File: src/rtl/main_pkg.sv
// Shared types, opcodes and ALU helper for the out-of-order core.
// Imported by the core top and its execution units.
package main_pkg;

    localparam int REG_W = 8;
    localparam int TAG_W = 3;

    localparam logic [3:0] OP_SUB  = 4'h0;
    localparam logic [3:0] OP_ADD  = 4'h1;
    localparam logic [3:0] OP_MUL  = 4'h2;
    localparam logic [3:0] OP_DIV  = 4'h3;
    localparam logic [3:0] OP_ST   = 4'h4;
    localparam logic [3:0] OP_LD   = 4'h5;
    localparam logic [3:0] OP_HALT = 4'hF;

    typedef struct packed {
        logic [3:0]       opcode;
        logic [3:0]       dest;
        logic [REG_W-1:0] value;
        logic             ready;
    } rob_entry_t;

    typedef struct packed {
        logic             valid;
        logic [1:0]       op;
        logic [TAG_W-1:0] tag;
        logic             rdy1;
        logic [TAG_W-1:0] q1;
        logic [REG_W-1:0] v1;
        logic             rdy2;
        logic [TAG_W-1:0] q2;
        logic [REG_W-1:0] v2;
    } rs_entry_t;

    function automatic logic has_dest(input logic [3:0] op);
        return (op[3:2] == 2'b00) || (op == OP_LD);
    endfunction

    function automatic logic [REG_W-1:0] alu(input logic [1:0] op, input logic [REG_W-1:0] a,
                                             input logic [REG_W-1:0] b);
        logic [2*REG_W-1:0] prod;
        prod = {{REG_W{1'b0}}, a} * {{REG_W{1'b0}}, b};
        case (op)
            2'd0:    return a - b;
            2'd1:    return a + b;
            2'd2:    return prod[REG_W-1:0];
            default: return (b == '0) ? '1 : a / b;
        endcase
    endfunction

endpackage

File: src/rtl/main_exec_unit.sv
// Non-pipelined functional unit with per-op latency; holds its result until granted the CDB.
// op[0] selects the odd-opcode latency (add or div).
module main_exec_unit
    import main_pkg::*;
#(
    parameter int unsigned LAT_EVEN = 2,
    parameter int unsigned LAT_ODD  = 2
) (
    input  logic             clk,
    input  logic             rst_n,
    input  logic             start,
    input  logic [1:0]       op,
    input  logic [REG_W-1:0] a,
    input  logic [REG_W-1:0] b,
    input  logic [TAG_W-1:0] tag_in,
    input  logic             grant,
    output logic             busy,
    output logic             done,
    output logic [TAG_W-1:0] tag,
    output logic [REG_W-1:0] value
);

    logic             busy_q;
    logic [3:0]       cnt_q;
    logic [TAG_W-1:0] tag_q;
    logic [REG_W-1:0] value_q;

    always_ff @(posedge clk or negedge rst_n) begin
        if (!rst_n) begin
            busy_q  <= 1'b0;
            cnt_q   <= '0;
            tag_q   <= '0;
            value_q <= '0;
        end else if (!busy_q) begin
            if (start) begin
                busy_q  <= 1'b1;
                cnt_q   <= 4'(op[0] ? LAT_ODD - 1 : LAT_EVEN - 1);
                tag_q   <= tag_in;
                value_q <= alu(op, a, b);
            end
        end else if (cnt_q != 4'd0) begin
            cnt_q <= cnt_q - 4'd1;
        end else if (grant) begin
            busy_q <= 1'b0;
        end
    end

    assign busy  = busy_q;
    assign done  = busy_q && (cnt_q == 4'd0);
    assign tag   = tag_q;
    assign value = value_q;

endmodule

File: src/rtl/main.sv
// Tomasulo core: fetch -> 4-entry IQ -> dispatch to two RS / ROB, single CDB, in-order commit.
// Loads and stores execute at the ROB head, so they read the architectural register file directly.
module main
    import main_pkg::*;
(
    input  logic             clk,
    input  logic             rst_n,
    input  logic [3:0]       pc,
    input  logic             imem_we,
    input  logic [3:0]       imem_waddr,
    input  logic [15:0]      imem_wdata,
    input  logic [3:0]       dbg_raddr,
    output logic [REG_W-1:0] dbg_rdata,
    output logic             commit_valid,
    output logic [3:0]       commit_opcode,
    output logic [3:0]       commit_reg,
    output logic [REG_W-1:0] commit_value,
    output logic             halted
);

    logic [15:0]      imem_q [16];
    logic             started_q, fetch_stop_q, halted_q;
    logic [3:0]       fpc_q;
    logic [15:0]      iq_q [4];
    logic [1:0]       iq_head_q, iq_tail_q;
    logic [2:0]       iq_cnt_q;
    rob_entry_t       rob_q [8];
    logic [TAG_W-1:0] rob_head_q, rob_tail_q;
    logic [3:0]       rob_cnt_q;
    logic             ren_valid_q [16];
    logic [TAG_W-1:0] ren_tag_q [16];
    logic [REG_W-1:0] rf_q [16];
    logic [REG_W-1:0] dmem_q [16];
    rs_entry_t        rs_q [2][4];
    logic             lsu_busy_q;
    logic [1:0]       lsu_cnt_q;
    logic [3:0]       lsu_ea_q;
    logic [REG_W-1:0] lsu_data_q;
    logic             cv_q;
    logic [3:0]       cop_q, creg_q;
    logic [REG_W-1:0] cval_q;

    always_ff @(posedge clk) begin
        if (imem_we && (!started_q || halted_q)) imem_q[imem_waddr] <= imem_wdata;
    end

    // Dispatch decode
    logic [15:0] d_instr;
    logic [3:0]  d_op, d_rd;
    logic        d_arith, d_ls, d_stn, fetch, dispatch;
    assign d_instr = iq_q[iq_head_q];
    assign d_op    = d_instr[15:12];
    assign d_rd    = d_instr[11:8];
    assign d_arith = (d_op[3:2] == 2'b00);
    assign d_ls    = (d_op == OP_ST) || (d_op == OP_LD);
    assign d_stn   = d_op[1];
    assign fetch   = started_q && !fetch_stop_q && (iq_cnt_q != 3'd4);

    // CDB and execution units
    logic             u_busy [2], u_done [2], u_grant [2];
    logic [TAG_W-1:0] u_tag [2];
    logic [REG_W-1:0] u_val [2];
    logic             cdb_valid;
    logic [TAG_W-1:0] cdb_tag;
    logic [REG_W-1:0] cdb_value;
    assign u_grant[1] = u_done[1];
    assign u_grant[0] = u_done[0] && !u_done[1];
    assign cdb_valid  = u_done[0] || u_done[1];
    assign cdb_tag    = u_done[1] ? u_tag[1] : u_tag[0];
    assign cdb_value  = u_done[1] ? u_val[1] : u_val[0];

    // RS free-slot and oldest-ready selection; age is distance from the ROB head
    logic [1:0] free_idx [2], iss_idx [2];
    logic       has_free [2], iss_en [2];
    always_comb begin
        for (int s = 0; s < 2; s++) begin
            logic [TAG_W-1:0] age, best;
            logic found;
            has_free[s] = 1'b0;
            free_idx[s] = '0;
            iss_idx[s]  = '0;
            found       = 1'b0;
            best        = '0;
            for (int i = 3; i >= 0; i--) begin
                if (!rs_q[s][i].valid) begin
                    has_free[s] = 1'b1;
                    free_idx[s] = 2'(i);
                end
            end
            for (int i = 0; i < 4; i++) begin
                age = rs_q[s][i].tag - rob_head_q;
                if (rs_q[s][i].valid && rs_q[s][i].rdy1 && rs_q[s][i].rdy2 && (!found || age < best)) begin
                    found      = 1'b1;
                    best       = age;
                    iss_idx[s] = 2'(i);
                end
            end
            iss_en[s] = found && !u_busy[s];
        end
    end

    assign dispatch = (iq_cnt_q != 3'd0) && (rob_cnt_q != 4'd8) && (!d_arith || has_free[d_stn]);

    // Source operand lookup: RF, then ROB value, then same-cycle CDB, else wait on tag
    logic             src_rdy [2];
    logic [TAG_W-1:0] src_tag [2];
    logic [REG_W-1:0] src_val [2];
    always_comb begin
        for (int k = 0; k < 2; k++) begin
            logic [3:0] r;
            r          = (k == 0) ? d_instr[7:4] : d_instr[3:0];
            src_rdy[k] = 1'b1;
            src_tag[k] = ren_tag_q[r];
            src_val[k] = rf_q[r];
            if (ren_valid_q[r]) begin
                if (rob_q[ren_tag_q[r]].ready) begin
                    src_val[k] = rob_q[ren_tag_q[r]].value;
                end else if (cdb_valid && cdb_tag == ren_tag_q[r]) begin
                    src_val[k] = cdb_value;
                end else begin
                    src_rdy[k] = 1'b0;
                end
            end
        end
    end

    main_exec_unit #(.LAT_EVEN(2), .LAT_ODD(2)) u_addsub (
        .clk(clk), .rst_n(rst_n), .start(iss_en[0]), .op(rs_q[0][iss_idx[0]].op),
        .a(rs_q[0][iss_idx[0]].v1), .b(rs_q[0][iss_idx[0]].v2), .tag_in(rs_q[0][iss_idx[0]].tag),
        .grant(u_grant[0]), .busy(u_busy[0]), .done(u_done[0]), .tag(u_tag[0]), .value(u_val[0])
    );

    main_exec_unit #(.LAT_EVEN(6), .LAT_ODD(8)) u_muldiv (
        .clk(clk), .rst_n(rst_n), .start(iss_en[1]), .op(rs_q[1][iss_idx[1]].op),
        .a(rs_q[1][iss_idx[1]].v1), .b(rs_q[1][iss_idx[1]].v2), .tag_in(rs_q[1][iss_idx[1]].tag),
        .grant(u_grant[1]), .busy(u_busy[1]), .done(u_done[1]), .tag(u_tag[1]), .value(u_val[1])
    );

    // Head / commit; ld/st carry {rb, imm} in value until their memory op completes
    rob_entry_t       head;
    logic             do_commit, head_ls, lsu_start;
    logic [REG_W-1:0] lsu_sum;
    assign head      = rob_q[rob_head_q];
    assign do_commit = (rob_cnt_q != 4'd0) && head.ready;
    assign head_ls   = (head.opcode == OP_ST) || (head.opcode == OP_LD);
    assign lsu_start = (rob_cnt_q != 4'd0) && head_ls && !head.ready && !lsu_busy_q;
    assign lsu_sum   = rf_q[head.value[7:4]] + {4'b0, head.value[3:0]};

    always_ff @(posedge clk or negedge rst_n) begin
        if (!rst_n) begin
            started_q    <= 1'b0;
            fetch_stop_q <= 1'b0;
            halted_q     <= 1'b0;
            fpc_q        <= '0;
            iq_head_q    <= '0;
            iq_tail_q    <= '0;
            iq_cnt_q     <= '0;
            rob_head_q   <= '0;
            rob_tail_q   <= '0;
            rob_cnt_q    <= '0;
            lsu_busy_q   <= 1'b0;
            lsu_cnt_q    <= '0;
            lsu_ea_q     <= '0;
            lsu_data_q   <= '0;
            cv_q         <= 1'b0;
            cop_q        <= '0;
            creg_q       <= '0;
            cval_q       <= '0;
            for (int i = 0; i < 4; i++) iq_q[i] <= '0;
            for (int i = 0; i < 8; i++) rob_q[i] <= '0;
            for (int i = 0; i < 16; i++) begin
                ren_valid_q[i] <= 1'b0;
                ren_tag_q[i]   <= '0;
                rf_q[i]        <= 8'(i);
                dmem_q[i]      <= 8'(8'h10 + i);
            end
        end else begin
            cv_q <= 1'b0;
            if (!started_q) begin
                started_q <= 1'b1;
                fpc_q     <= pc;
            end
            if (fetch) begin
                iq_q[iq_tail_q] <= imem_q[fpc_q];
                iq_tail_q       <= iq_tail_q + 2'd1;
                fpc_q           <= fpc_q + 4'd1;
                if (imem_q[fpc_q][15:12] == OP_HALT) fetch_stop_q <= 1'b1;
            end
            if (dispatch) iq_head_q <= iq_head_q + 2'd1;
            iq_cnt_q <= iq_cnt_q + {2'b0, fetch} - {2'b0, dispatch};

            if (cdb_valid) begin
                rob_q[cdb_tag].value <= cdb_value;
                rob_q[cdb_tag].ready <= 1'b1;
            end

            if (lsu_start) begin
                lsu_busy_q <= 1'b1;
                lsu_cnt_q  <= 2'd3;
                lsu_ea_q   <= lsu_sum[3:0];
                lsu_data_q <= rf_q[head.dest];
            end else if (lsu_busy_q) begin
                if (lsu_cnt_q != 2'd0) begin
                    lsu_cnt_q <= lsu_cnt_q - 2'd1;
                end else begin
                    lsu_busy_q                <= 1'b0;
                    rob_q[rob_head_q].value <= (head.opcode == OP_LD) ? dmem_q[lsu_ea_q] : lsu_data_q;
                    rob_q[rob_head_q].ready <= 1'b1;
                end
            end

            if (do_commit) begin
                rob_head_q <= rob_head_q + 3'd1;
                cv_q       <= 1'b1;
                cop_q      <= head.opcode;
                creg_q     <= has_dest(head.opcode) ? head.dest : 4'd0;
                cval_q     <= (has_dest(head.opcode) || head.opcode == OP_ST) ? head.value : '0;
                if (has_dest(head.opcode)) begin
                    rf_q[head.dest] <= head.value;
                    if (ren_tag_q[head.dest] == rob_head_q) ren_valid_q[head.dest] <= 1'b0;
                end
                if (head.opcode == OP_ST) dmem_q[lsu_ea_q] <= head.value;
                if (head.opcode == OP_HALT) halted_q <= 1'b1;
            end

            // Placed after commit so a same-register dispatch keeps the new tag
            if (dispatch) begin
                rob_q[rob_tail_q] <= '{opcode: d_op, dest: d_rd,
                                       value: d_ls ? d_instr[7:0] : 8'h00,
                                       ready: !(d_arith || d_ls)};
                rob_tail_q <= rob_tail_q + 3'd1;
                if (has_dest(d_op)) begin
                    ren_valid_q[d_rd] <= 1'b1;
                    ren_tag_q[d_rd]   <= rob_tail_q;
                end
            end
            rob_cnt_q <= rob_cnt_q + {3'b0, dispatch} - {3'b0, do_commit};
        end
    end

    // Reservation stations: CDB and commit snooping, issue, fill
    always_ff @(posedge clk or negedge rst_n) begin
        if (!rst_n) begin
            for (int s = 0; s < 2; s++)
                for (int i = 0; i < 4; i++) rs_q[s][i] <= '0;
        end else begin
            for (int s = 0; s < 2; s++) begin
                for (int i = 0; i < 4; i++) begin
                    if (rs_q[s][i].valid && !rs_q[s][i].rdy1) begin
                        if (cdb_valid && rs_q[s][i].q1 == cdb_tag) begin
                            rs_q[s][i].v1   <= cdb_value;
                            rs_q[s][i].rdy1 <= 1'b1;
                        end else if (do_commit && rs_q[s][i].q1 == rob_head_q) begin
                            rs_q[s][i].v1   <= head.value;
                            rs_q[s][i].rdy1 <= 1'b1;
                        end
                    end
                    if (rs_q[s][i].valid && !rs_q[s][i].rdy2) begin
                        if (cdb_valid && rs_q[s][i].q2 == cdb_tag) begin
                            rs_q[s][i].v2   <= cdb_value;
                            rs_q[s][i].rdy2 <= 1'b1;
                        end else if (do_commit && rs_q[s][i].q2 == rob_head_q) begin
                            rs_q[s][i].v2   <= head.value;
                            rs_q[s][i].rdy2 <= 1'b1;
                        end
                    end
                    if (iss_en[s] && iss_idx[s] == 2'(i)) rs_q[s][i].valid <= 1'b0;
                    if (dispatch && d_arith && d_stn == 1'(s) && free_idx[s] == 2'(i)) begin
                        rs_q[s][i] <= '{valid: 1'b1, op: d_op[1:0], tag: rob_tail_q,
                                        rdy1: src_rdy[0], q1: src_tag[0], v1: src_val[0],
                                        rdy2: src_rdy[1], q2: src_tag[1], v2: src_val[1]};
                    end
                end
            end
        end
    end

    assign dbg_rdata     = rf_q[dbg_raddr];
    assign commit_valid  = cv_q;
    assign commit_opcode = cop_q;
    assign commit_reg    = creg_q;
    assign commit_value  = cval_q;
    assign halted        = halted_q;

endmodule

File: config.mk
export PLATFORM = sky130hd
export DESIGN_NAME = main
export DESIGN_NICKNAME = d
export VERILOG_FILES = /design/src/rtl/main_pkg.sv /design/src/rtl/main_exec_unit.sv /design/src/rtl/main.sv
export SDC_FILE = /design/constraint.sdc
export NUM_CORES = 2
export LEC_CHECK = 0
export ABC_AREA = 1
export CAP_MARGIN = 20
export CORE_UTILIZATION = 45
export CTS_CLUSTER_DIAMETER = 150
export CTS_CLUSTER_SIZE = 40
export DETAILED_ROUTE_END_ITERATION = 10
export SYNTH_ARGS = -nofsm -noshare
export SYNTH_HDL_FRONTEND = slang
export SYNTH_SLANG_ARGS = --single-unit
File: constraint.sdc
create_clock -name clk -period 13.4 [get_ports clk]
set_input_delay 2.68 -clock clk [delete_from_list [all_inputs] [get_ports clk]]
set_output_delay 2.68 -clock clk [all_outputs]
set_load 0.01 [all_outputs]
==> results.py <==
metrics = {
    "floorplan": {
        "die_h_um": 382,
        "core_sq_mm": 0.144,
        "ios": 57,
        "die_w_um": 382,
        "start_util_pct": 45.3,
        "rows": 139,
        "dieArea_sq_mm": 0.146,
    },
    "drt": {
        "drt-total-wl_um": 235000,
        "vias": 60400,
        "drcViolationCount": 0,
        "ant_nets": 0,
        "wl_per_cell_um": 23.3,
        "viasPerCell": 6.00,
        "drtIter0Drc": 7297,
        "dr.pass1.iters": 7,
    },
    "synthesis": {
        "syn_area_per_cell_sq_um": 7.96,
        "synth_fp_nets": 8421,
        "synth-simple-area-share_pct": 19.1,
        "synthArstFlopShare_pct": 76.8,
        "synth_cell_types": 76,
        "synthCells": 8182,
        "synth_xor_area_share_pct": 1.71,
        "synth_mux_area_share_pct": 0.557,
        "synthAdderAreaFrac_pct": 4.42,
        "synthTopCellsByArea": "dfrtp_1 (30%), edfxtp_1 (12%), nand2_1 (11%)",
        "synth_seq_cells": 1104,
        "synth_edf_count": 256,
        "yosysTopAreaCell": "dfrtp_1",
        "yosysSeqAreaShare_pct": 44.5,
        "synth_top_family_by_area": "compound AO/OA/AOI/OAI gates",
        "synth_ff_type": "dfrtp_1",
        "yosysTopAreaCellShare_pct": 29.5,
        "netlist_area_sq_mm": 0.0651,
        "synth_compound_area_share_pct": 23.0,
        "synth_warnings": 0,
    },
    "global_routing": {
        "grt_pass1_vias": 56000,
        "grt_overflow_total": 0,
        "grt.met2_usage_pct": 49.2,
        "grtUsageMet1_pct": 42.8,
        "busiest_layer": "met2",
        "track_usage_pct": 31.3,
        "met3_usage_pct": 5.41,
        "antenna_found_initial": 5,
        "grt_pass1_wl_um": 352000,
        "grt_max_degree": 176,
    },
    "placed_design": {
        "port_buffers": 56,
        "hpwl_um": 153000,
        "place.gp.congestion": 0.924,
    },
    "clock_tree": {
        "ctsHoldBuffers": 0,
        "clock_sinks": 1104,
        "cts_made_buffers": 35,
        "insertion_delay_ns": 0.72,
        "path_clk_slew_ns": 0.16,
        "ctsLongestPathBuffers": 3,
        "htree_num_levels": 2,
        "cts_tree": "built",
        "clockRootBuffer": "clkbuf_16",
    },
    "min_path": {
        "min_from": "rs_q[28]$_DFFE_PN0P_",
        "min_to": "rs_q[28]$_DFFE_PN0P_",
        "hp-class": "flip-flop to flip-flop",
        "holdPathStages": 2,
    },
    "timing": {
        "worst_clock_skew_ns": 0.0746,
        "final-hold-violation-count": 0,
        "holdWs_ns": 0.471,
        "post-route-period-util_pct": 98.3,
        "tightest_slew_ns": 1.18,
        "period_minus_slack_ns": 13.18,
        "slew_headroom_pct": 21.5,
        "fmax_mhz": 75.9,
        "rsz0062_at_grt": "true",
        "final-setup-viol-count": 0,
        "timing_max_transition_violations_final": 0,
    },
    "final_layout": {
        "layout_common_cells": "nand2_1 (1,897), o21ai_0 (1,366), dfrtp_1 (766)",
        "reg.largest.list": "imem_q (256), rs_q (240), rob_q (136)",
        "fin_nets": 8387,
        "drive_above_1_share_pct": 10.5,
        "top_register": "imem_q",
        "final_common_cell": "nand2_1",
        "largest_reg_flops": 256,
        "syn_to_final_growth_pct": 9.25,
    },
    "worst_setup_path": {
        "cp_max_fo": 8,
        "arrival_ns": 13.76,
        "crit_slowest_cell": "dfrtp_2",
        "startpoint_type": "flip-flop",
        "r2r_end": "u_muldiv.value[0]$_DFFE_PN0P_",
        "slowest_delay_ns": 0.43,
        "rr_worst_depth": 106,
        "cp.required_ns": 13.98,
        "end_kind": "flip-flop",
        "r2r_start": "rob_head_q[0]$_DFFE_PN0P_",
        "crit_type": "flip-flop to flip-flop",
        "crit_top_cell": "nand2_2",
        "r2r_slack_ns": 0.22,
    },
    "run_status": {
        "status": "finished clean",
    },
    "job": {
        "cap_violations": 0,
    },
}
## area by class of cell
class	instances	area (sq um)
Inverter	663	2500
Sequential cell	1104	29000
Multi-Input combinational cell	5943	32700
Fill cell	13900	72500
Clock buffer	52	960
Tap cell	1903	2380
Clock inverter	8	168
Timing Repair Buffer	401	3380
Antenna cell	4	10.0
## synth_stat cells (all sizes together) (3+ instances only)
cell and count:
o31ai 15, nand2 1979, o32ai 3, a21o 14
clkinv 22, xor2 82, a2111oi 7, mux2 26
o41ai 4, nand3b 8, xnor2 45, o221ai 50
clkbuf 397, dfrtp 768, a32oi 12, o21a 5
a31oi 29, inv 641, o311ai 8, ha 171
buf 75, o21bai 19, and2 8, mux2i 7
a221oi 27, nand4 63, or2 35, edfxtp 256
fa 37, nor3 40, o21ai 1436, o211ai 279
nor2 592, dfstp 80, a21oi 391, a41oi 18
or3 3, a211oi 27, a22oi 82, o2111ai 22
a21boi 5, nand3 260, o22ai 129
## critical path, delay by kind of cell (launching register included)
family | cells | cell delay [ns]
buffers and inverters | 13 | 1.06
adder cells (fa/ha/maj) | 13 | 3.66
XOR/XNOR | 1 | 0.20
flip-flops | 1 | 0.43
AND/OR/NAND/NOR | 44 | 3.40
AO/OA/AOI/OAI | 35 | 4.31
## cells by family after synthesis
group | count (synthesis)
compound gates | 2583
xor+xnor | 127
mux | 33
buf+inv | 1135
flops | 1104
simple gates | 2991
other cells | 1
fa+ha+maj | 208
## metal layers
| metal | routed length (um) | share of wire (%) |
|---|---|---|
| met1 | 97400 | 41 |
| met4 | 9910 | 4.2 |
| met5 | 23 | 0.0098 |
| met2 | 105000 | 45 |
| met3 | 21900 | 9.3 |
## per-stage QoR
step / std cells / TNS [ns] / util, % / area (sq um) / setup slack [ns]
floorplan: 8182 / 0 / - / 65100 / 0.0208
global placement: 9933 / -0.256 / 47.6 / 68400 / -0.256
detailed placement: 9945 / -0.830 / 47.8 / 68600 / -0.560
CTS: 10000 / 0 / 48.7 / 69900 / 0.00839
global route: 10100 / -1.22 / 49.5 / 71100 / -0.651
finish: 10100 / 0 / 49.5 / 71200 / 0.222
## how the worst max path moves through the flow
stage	end	depth (start not counted)	startpoint	slack, ns
finish	u_muldiv.value[0]$_DFFE_PN0P_	106	rob_head_q[0]$_DFFE_PN0P_	0.22
global route	u_muldiv.value[0]$_DFFE_PN0P_	108	rob_head_q[0]$_DFFE_PN0P_	-0.65
CTS	u_addsub.value[0]$_DFFE_PN0P_	106	rob_head_q[0]$_DFFE_PN0P_	0.008
detailed placement	u_addsub.value[0]$_DFFE_PN0P_	99	rob_head_q[0]$_DFFE_PN0P_	-0.56
global placement	u_addsub.value[0]$_DFFE_PN0P_	101	rob_head_q[0]$_DFFE_PN0P_	-0.26
floorplan	u_muldiv.value[0]$_DFFE_PN0P_	103	rob_head_q[2]$_DFFE_PN0P_	0.02
## what timing repair did
item | 4_1_cts | 5_1_grt
endpoints found under the setup margin | 2 | 4
pin swaps | 11 | 156
gates resized for setup | 35 | 175
buffers inserted | 11 | 50
Power is left out: the tool's default activity adds up to more than one toggle a clock period on the data nets, which glitch-free logic cannot reach.
